**src/rtl/jtag_gpio_bank.sv**
```systemverilog
// jtag_gpio_bank: scan-addressed GPIO bank (OE/OUT/IN/EDGE) with op-coded updates, clocked on tck
module jtag_gpio_bank #(
    parameter int NR_GPIOS    = 8,
    parameter int SYNC_STAGES = 2
) (
    input  logic                tck,
    input  logic                reset_,
    input  logic                tdi,
    output logic                gpios_tdo,
    input  logic                capture_dr,
    input  logic                shift_dr,
    input  logic                update_dr,
    input  logic                scan_n_ir,
    input  logic                extest_ir,
    input  logic [NR_GPIOS-1:0] gpio_inputs,
    output logic [NR_GPIOS-1:0] gpio_outputs,
    output logic [NR_GPIOS-1:0] gpio_outputs_ena
);
    localparam int DW = NR_GPIOS + 2;
    logic [1:0]                            scan_sel, scan_sel_nxt;
    logic [DW-1:0]                         gpio_dr, gpio_dr_nxt;
    logic [SYNC_STAGES-1:0][NR_GPIOS-1:0]  sync_q;
    logic [NR_GPIOS-1:0]                   sync_in, sync_prev, edge_flags, edge_nxt;
    logic [NR_GPIOS-1:0]                   cap_val, clr_mask, out_nxt, oe_nxt, data;
    logic [1:0]                            op;
    logic                                  dr_act, do_cap, do_shift, do_upd;

    function automatic logic [NR_GPIOS-1:0] apply_op(input logic [NR_GPIOS-1:0] r, input logic [1:0] o,
                                                     input logic [NR_GPIOS-1:0] d);
        return o == 2'b01 ? d : o == 2'b10 ? (r | d) : o == 2'b11 ? (r & ~d) : r;
    endfunction

    assign sync_in   = sync_q[SYNC_STAGES-1];
    assign op        = gpio_dr[DW-1 -: 2];
    assign data      = gpio_dr[NR_GPIOS-1:0];
    assign dr_act    = extest_ir && !scan_n_ir;
    assign do_cap    = dr_act && capture_dr;
    assign do_shift  = dr_act && shift_dr && !capture_dr;
    assign do_upd    = dr_act && update_dr && !capture_dr && !shift_dr;
    assign gpios_tdo = scan_n_ir ? scan_sel[0] : gpio_dr[0];

    always_comb begin
        cap_val      = scan_sel == 2'd0 ? gpio_outputs_ena : scan_sel == 2'd1 ? gpio_outputs :
                       scan_sel == 2'd2 ? sync_in : edge_flags;
        scan_sel_nxt = scan_n_ir && shift_dr && !capture_dr ? {tdi, scan_sel[1]} : scan_sel;
        gpio_dr_nxt  = do_cap ? {2'b00, cap_val} : do_shift ? {tdi, gpio_dr[DW-1:1]} : gpio_dr;
        oe_nxt       = do_upd && scan_sel == 2'd0 ? apply_op(gpio_outputs_ena, op, data) : gpio_outputs_ena;
        out_nxt      = do_upd && scan_sel == 2'd1 ? apply_op(gpio_outputs, op, data) : gpio_outputs;
        clr_mask     = do_upd && scan_sel == 2'd3 && op != 2'b00 ? data : '0;
        edge_nxt     = (edge_flags & ~clr_mask) | (sync_in ^ sync_prev);
    end

    always_ff @(posedge tck) begin
        if (!reset_) begin
            scan_sel         <= '0;
            gpio_dr          <= '0;
            sync_q           <= '0;
            sync_prev        <= '0;
            edge_flags       <= '0;
            gpio_outputs     <= '0;
            gpio_outputs_ena <= '0;
        end else begin
            scan_sel         <= scan_sel_nxt;
            gpio_dr          <= gpio_dr_nxt;
            sync_q           <= {sync_q[SYNC_STAGES-2:0], gpio_inputs};
            sync_prev        <= sync_in;
            edge_flags       <= edge_nxt;
            gpio_outputs     <= out_nxt;
            gpio_outputs_ena <= oe_nxt;
        end
    end
endmodule
```
**config.mk**
```make
export PLATFORM = sky130hd
export DESIGN_NAME = jtag_gpio_bank
export DESIGN_NICKNAME = d
export VERILOG_FILES = /design/src/rtl/jtag_gpio_bank.sv
export SDC_FILE = /design/constraint.sdc
export NUM_CORES = 1
export LEC_CHECK = 0
export CAP_MARGIN = 10
export CORE_MARGIN = 5
export CORE_UTILIZATION = 48
export CTS_CLUSTER_SIZE = 40
export DETAILED_ROUTE_END_ITERATION = 7
export DONT_BUFFER_PORTS = 1
export HOLD_SLACK_MARGIN = 0.02
export PLACE_DENSITY_LB_ADDON = 0.08
export SETUP_SLACK_MARGIN = 0.5
export SYNTH_ARGS = -nofsm -noshare
export SYNTH_HDL_FRONTEND = slang
export SYNTH_SLANG_ARGS = --single-unit
```
**constraint.sdc**
```tcl
create_clock -name tck -period 1.67 [get_ports tck]
set_input_delay 0.2505 -clock tck [delete_from_list [all_inputs] [get_ports tck]]
set_output_delay 0.2505 -clock tck [all_outputs]
set_load 0.1 [all_outputs]
```
After elaboration in Yosys (flattened, before gate mapping)

Index checks and enable logic that the tools add are counted.

Reductions and logical operators: 23
Equality and inequality tests: 6
Mux-type cells: 13
Bitwise logic cells: 10

Operators with widths:

| cell                                                | number |
|---|---|
| 2-to-1 mux 8 bit                                    | 12 |
| bitwise AND 8 bit                                   | 3 |
| OR 8 bit                                            | 3 |
| inverter 8 bit                                      | 2 |
| logical AND 1 bit                                   | 13 |
| equality test 2 bit, second input constant          | 4 |
| XOR 8 bit                                           | 1 |
| equality test 2 x 1 -> 1 bit, second input constant | 2 |
| AND reduction 2 bit                                 | 2 |
| nonzero test 2 bit                                  | 2 |
| logical NOT 1 bit                                   | 3 |
| nonzero test 3 bit                                  | 1 |
| logical NOT 2 bit                                   | 1 |
| OR reduction 2 bit                                  | 1 |
| 2-to-1 mux 1 bit                                    | 1 |
| inverter 1 bit                                      | 1 |

Register bits: 60
Logic and storage cells: 61
Bits of input ports: 16
Output and inout bits: 17

Logic depth before layout (Yosys ltp)

Gate-level depths: netlist of run 1.

Depth after elaboration: 11
Gate-level depth with buffers: 5
Depth with buffers taken out: 4

Worst setup path after synthesis of run 1

Ideal clock, no wire load.

Kind: register -> register
Start: register (tool-made name)
End: register gpio_dr[0]
Buffers on the path: 0
Arrival time: 1.525 ns
Stages on the path, launching flop included: 4
Setup time: 0.070 ns
Data required time: 1.600 ns
Clock period less this slack: 1.594 ns
Slack: 0.076 ns
Cells stage by stage: dfxtp_1 mux4_2 mux2i_1 a21oi_1

RTL lines:

| item                 | RTL line | source |
|---|---|---|
| to (signal assigned) | 64       | `gpio_dr <= gpio_dr_nxt;` |
| to (decl)            | 21       | `logic [DW-1:0] gpio_dr, gpio_dr_nxt;` |

Final worst setup path of run 1

Start: register scan_sel[0]
End: output gpios_tdo

Longest elaborated chain between the ends: 1

Ends and longest elaborated chain:

| item                   | RTL line | source |
|---|---|---|
| from (decl)            | 20       | `logic [1:0] scan_sel, scan_sel_nxt;` |
| from (signal assigned) | 63       | `scan_sel <= scan_sel_nxt;` |
| 2-to-1 mux 1 bit       | 40       | `assign gpios_tdo = scan_n_ir ? scan_sel[0] : gpio_dr[0];` |
| to (decl)              | 9        | `output logic gpios_tdo,` |

No other way between the ends.

==> results of run 1 <==
-- cell families (layout without fill, tap and decap cells) --
| family | after synthesis | in the layout | synth area share (%) |
|---|---|---|---|
| multiplexers | 17 | 17 | 10.8 |
| AND/OR/NAND/NOR | 73 | 73 | 18.1 |
| AO/OA/AOI/OAI | 60 | 60 | 16.6 |
| flip-flops | 60 | 60 | 47.8 |
| XOR/XNOR | 9 | 9 | 3.14 |
| buffers and inverters | 15 | 42 | 3.54 |
-- repair_timing --
item                       CTS  global route
setup buffers                5             3
setup endpoints to repair   47            46
gates resized for setup     57            33
pin swaps                   16            16
-- worst max-delay path, cell delays in order (launching register included) --
cell and delay [ns]:
dfxtp_4 0.37, mux2_4 0.28, buf_12 0.17
-- power groups by stage --
stage	logic [mW]	registers, mW	clock network [mW]
global placement	0.127	1.54	0
global route	0.165	1.52	1.37
detailed placement	0.130	1.55	0
CTS	0.144	1.52	1.29
floorplan	0.127	1.54	0
finish	0.151	1.52	1.26
-- metrics by stage --
step,hold slack [ns],area (sq um)
detailed placement,0.379,2690
CTS,0.0240,3110
floorplan,0.378,2550
finish,0.0409,3260
global route,0.0203,3260
global placement,0.374,2690
-- synth_stat cells (3+ instances only) --
master / instances / area (sq um)
xor2_1: 9 / 78.8
clkbuf_1: 6 / 22.5
o21ai_0: 7 / 35.0
a21oi_1: 15 / 75.1
and2_1: 24 / 150
nor2_1: 5 / 18.8
nand2_1: 19 / 71.3
buf_2: 4 / 20.0
nor2b_1: 3 / 18.8
a32o_1: 7 / 70.1
mux2i_1: 8 / 80.1
mux4_2: 8 / 180
o21a_1: 10 / 75.1
a21boi_0: 10 / 75.1
or2b_2: 7 / 61.3
nand3_1: 3 / 15.0
dfxtp_1: 60 / 1200
a21o_1: 8 / 60.1
-- area by class of cell --
class	count	area [sq um]
sequential	60	1240
multi-input combinational	159	1330
timing repair buffer	27	392
clock buffer	15	198
tap	70	87.6
fill	427	1850
-- worst paths after layout --
kind / start / end / slack, ns / cells past startpoint
max reg2reg: scan_sel[0] / flip-flop / 0.26 / 5
max: scan_sel[0] / gpios_tdo / 0.26 / 2
min reg2reg: sync_q[7] / sync_in[7] / 0.43 / 1
min: reset_ / edge_flags[0] / 0.04 / 1
-- metal layers --
layer	global-route usage (%)	wire, um	up-vias
met5	0	0	-
met1	22.0	2430	921
met3	7.38	405	9
met4	10.5	112	0
li1	-	-	870
met2	30.6	2910	62
==> impl_metrics.py, run 1 <==
metrics = {
    "synth": {
        "synthFlopType": "dfxtp_1",
        "synth-edff-count": 0,
        "ys_ff_latch": 60,
        "async_reset_ff_share_pct": 0,
        "ys_warn_count": 0,
        "syn_area_sq_um": 2510,
        "yosysSeqAreaShare_pct": 47.8,
        "avgSynthCellArea_sq_um": 10.7,
        "synth_cells": 234,
        "synth.distinct_cells": 33,
        "syn-num-nets": 250,
    },
    "grt": {
        "grt_pass1_wl_um": 9420,
        "grt-ovfl-total": 0,
        "first_global_vias": 1922,
        "antenna_found_initial": 0,
        "grt_use_total_pct": 19.2,
        "grt_max_degree": 63,
    },
    "sta": {
        "fin_worst_skew_ns": 0.00397,
        "setup_viol": 0,
        "final-hold-violation-count": 0,
        "rsz0062_at_grt": "yes",
        "fin_crit_sh_pct": 84.3,
        "worst_pin_slew_ns": 0.393,
        "layout_setup_ws_ns": 0.262,
        "slew_headroom_pct": 73.7,
        "finalSetupTns_ns": 0,
        "max_freq_mhz": 710,
        "fin_crit_ns": 1.41,
        "finalMaxSlewViolations": 0,
    },
    "worst_setup_path": {
        "cp.arrival_ns": 1.16,
        "end_kind": "output port",
        "start_kind": "flip-flop",
        "critPathKind": "reg2out",
        "crit_fanout": 5,
        "cp.required_ns": 1.42,
    },
    "finish": {
        "finalNetCount": 273,
        "final_common_cell": "dfxtp_1",
        "stdcell_count": 331,
        "final_core_util_pct": 63.7,
        "antenna_cells": 0,
        "syn2layout_area_growth_pct": 29.6,
        "drive_gt1_share_pct": 41.8,
        "mostFrequentLayoutCells": "dfxtp_1 (39), and2_1 (24), dfxtp_2 (14), nand2_1 (12), clkbuf_8 (12)",
    },
    "route": {
        "drtAntennaViolNets": 0,
        "routed_wl_um": 5860,
        "drc": 0,
        "routed_via_density": 5.63,
        "first_pass_iters": 4,
        "drt_iter0_drc": 123,
        "vias": 1862,
        "avgRoutedWirePerCell_um": 17.7,
    },
    "pwr": {
        "power_density_nw_per_um2": 899,
        "total_power_mw": 2.93,
        "p_clk_share_pct": 43.0,
        "p_leak_nw": 1.35,
        "pwr-share-comb_pct": 5.2,
        "netSwitchingFraction_pct": 21.3,
        "seq_power_share_pct": 51.8,
        "peakVddDrop_v": 0.000584,
        "internal_power_mw": 2.30,
        "power.switching_mw": 0.625,
    },
    "outcome": {
        "status": "complete, no violations",
    },
    "floorplanning": {
        "die_h_um": 82.3,
        "rows": 26,
        "initial_core_util_pct": 49.2,
        "core_sq_um": 5110,
        "die_w_um": 82.3,
        "die_area_sq_um": 6780,
        "ios": 33,
    },
    "place": {
        "pre_cts_slack_ns": 0.122,
        "port-buffer-count": 0,
        "dp_cells": 308,
        "routabilityCongestion": 0.759,
        "dpl.hpwl_um": 3550,
    },
    "cts": {
        "clock_path_buffers": 2,
        "cts_tree": "done",
        "clkSinkCount": 60,
        "clk_pin_slew_worst_paths_ns": 0.06,
        "cts-buffers-inserted": 9,
        "clk_latency_ns": 0.33,
        "ctsHoldBuffers": 0,
        "clockRootBuffer": "clkbuf_8",
        "htree_num_levels": 3,
    },
    "job": {
        "drv_cap": 0,
    },
    "hold_path": {
        "hold_path_class": "in2reg",
    },
}
Power figures use the tool's default switching activity.
==> run 2, diff against run 1 <==
Clock period 1.67 ns to 1.4 ns, I/O delays scaled along.
==> impl_metrics.py, run 2 (synthesis results as in run 1) <==
metrics = {
    "cts": {
        "clk_pin_slew_worst_paths_ns": 0.07,
        "clkSinkCount": 60,
        "htree_num_levels": 3,
        "ctsHoldBuffers": 8,
        "clockRootBuffer": "clkbuf_8",
        "clock_path_buffers": 2,
        "clk_latency_ns": 0.34,
        "cts_tree": "done",
        "cts-buffers-inserted": 9,
    },
    "route": {
        "drc": 0,
        "first_pass_iters": 5,
        "drt_iter0_drc": 120,
        "vias": 1856,
        "avgRoutedWirePerCell_um": 16.8,
        "drtAntennaViolNets": 0,
        "routed_wl_um": 5810,
        "routed_via_density": 5.38,
    },
    "pwr": {
        "peakVddDrop_v": 0.000793,
        "p_leak_nw": 1.43,
        "power_density_nw_per_um2": 1020,
    },
    "finish": {
        "postLayoutCellArea_sq_um": 3400,
        "drive_gt1_share_pct": 39.3,
        "syn2layout_area_growth_pct": 35.2,
        "finalNetCount": 286,
        "mostFrequentLayoutCells": "dfxtp_1 (39), and2_1 (24), buf_12 (19), a21oi_1 (14), nand2_1 (13)",
        "fillers": 404,
        "antenna_cells": 0,
        "stdcell_count": 345,
        "final_common_cell": "dfxtp_1",
        "final_core_util_pct": 66.5,
    },
    "worst_setup_path": {
        "cp_top_family": "flip-flops",
        "path_cells": "mux2_4, buf_12",
        "cp.arrival_ns": 1.18,
        "max_stage_delay_ns": 0.39,
        "cpMaxStageDelayCell": "dfxtp_4",
        "reg2reg_from": "scan_sel[0]",
        "critPathKind": "reg2out",
        "ff2ff_path_depth": 4,
        "end_kind": "output port",
        "worstReg2RegEnd": "gpio_dr[1]",
        "critPathBufInv": 1,
        "start_kind": "flip-flop",
        "cp.required_ns": 1.19,
        "reg2reg_slack_ns": 0.02,
        "crit_fanout": 7,
    },
    "place": {
        "port-buffer-count": 0,
        "dpl.hpwl_um": 3600,
        "dp_cells": 314,
        "placed_area_sq_um": 2750,
        "routabilityCongestion": 0.790,
    },
    "floorplanning": {
        "die_area_sq_um": 6780,
        "die_w_um": 82.3,
        "die_h_um": 82.3,
        "ios": 33,
        "initial_core_util_pct": 49.2,
        "rows": 26,
        "core_sq_um": 5110,
    },
    "grt": {
        "grt_pass1_wl_um": 9760,
        "first_global_vias": 1989,
        "grt-ovfl-total": 0,
        "grt_use_total_pct": 19.7,
        "antenna_found_initial": 0,
        "grt_max_degree": 63,
    },
    "sta": {
        "fin_worst_skew_ns": 0.00771,
        "finalSetupTns_ns": 0,
        "finalMaxSlewViolations": 0,
        "fin_crit_ns": 1.39,
        "fin_crit_sh_pct": 99.3,
        "slew_headroom_pct": 78.9,
        "worst_pin_slew_ns": 0.315,
        "final-hold-violation-count": 0,
        "rsz0062_at_grt": "yes",
        "max_freq_mhz": 719,
        "setup_viol": 0,
    },
    "hold_path": {
        "worst_hold_path.num_cells": 1,
        "hold-path-endpoint": "sync_in[0]",
        "hold_path_class": "in2reg",
        "min-delay-start": "reset_",
    },
    "job": {
        "drv_cap": 0,
    },
    "outcome": {
        "status": "complete, no violations",
    },
}
run 2: changes by cell type in the layout (fill, tap and decap cells not counted), sizes merged:
cell         before  now
dlygate4sd3       0    8
clkbuf           15   12
buf              27   32
inv               0    1
clkinv            0    3
run 2: worst max-delay path by stage:
stage           startpoint         end  slack [ns]  depth (start not counted)
3_3_place_gp   scan_sel[0]   flip-flop       -0.05                          4
4_1_cts         gpio_dr[0]   gpios_tdo       0.001                          2
6_report       scan_sel[0]   gpios_tdo       0.009                          2
5_1_grt        scan_sel[0]  gpio_dr[1]       -0.04                          4
2_1_floorplan  scan_sel[0]  gpio_dr[1]        0.11                          4
3_5_place_dp   scan_sel[0]   flip-flop       -0.07                          4
run 2: repair_timing:
| item | in CTS | in global routing |
|---|---|---|
| endpoints found under the setup margin | 49 | 50 |
| endpoints found under the hold margin | 43 | 37 |
| buffers inserted | 7 | 0 |
| resized for setup | 71 | 22 |
| pin swaps | 7 | 12 |
run 2: through the flow:
step	setup slack, ns	total power [mW]	hold WS (ns)
2_1_floorplan	0.114	1.98	0.337
3_3_place_gp	-0.0505	2.00	0.334
3_5_place_dp	-0.0656	2.01	0.339
4_1_cts	0.00105	3.48	-0.0228
5_1_grt	-0.0396	3.59	-0.0266
6_report	0.00947	3.45	0.000856
run 2: where the power goes:
part	total, mW	switching (mW)	internal, mW
sequential	1.80	0.0507	1.75
clock	1.46	0.680	0.779
combinational	0.191	0.0771	0.114
run 2: layer usage:
layer	global-route usage [%]	vias up	share of wire (%)
met5	0	-	0
met4	12.3	0	2.1
met3	6.18	13	5.3
met2	30.8	45	49
met1	23.6	900	44
li1	-	898	-
run 2: final cells by class:
| class | count | area (sq um) | area share, % |
|---|---|---|---|
| well taps | 70 | 87.6 | 2.58 |
| flip-flops and latches | 60 | 1260 | 37.0 |
| clock buffers | 12 | 165 | 4.86 |
| clock inverters | 4 | 21.3 | 0.626 |
| repair buffers | 40 | 577 | 17.0 |
| multi-input cells | 159 | 1290 | 37.9 |
run 2: worst reg2reg max path: cells and delay by family (launching register included):
family                 cells  cell delay [ns]
AOI/OAI and AO/OA          1             0.08
buffers and inverters      1             0.14
DFF                        1             0.42
muxes                      2             0.63
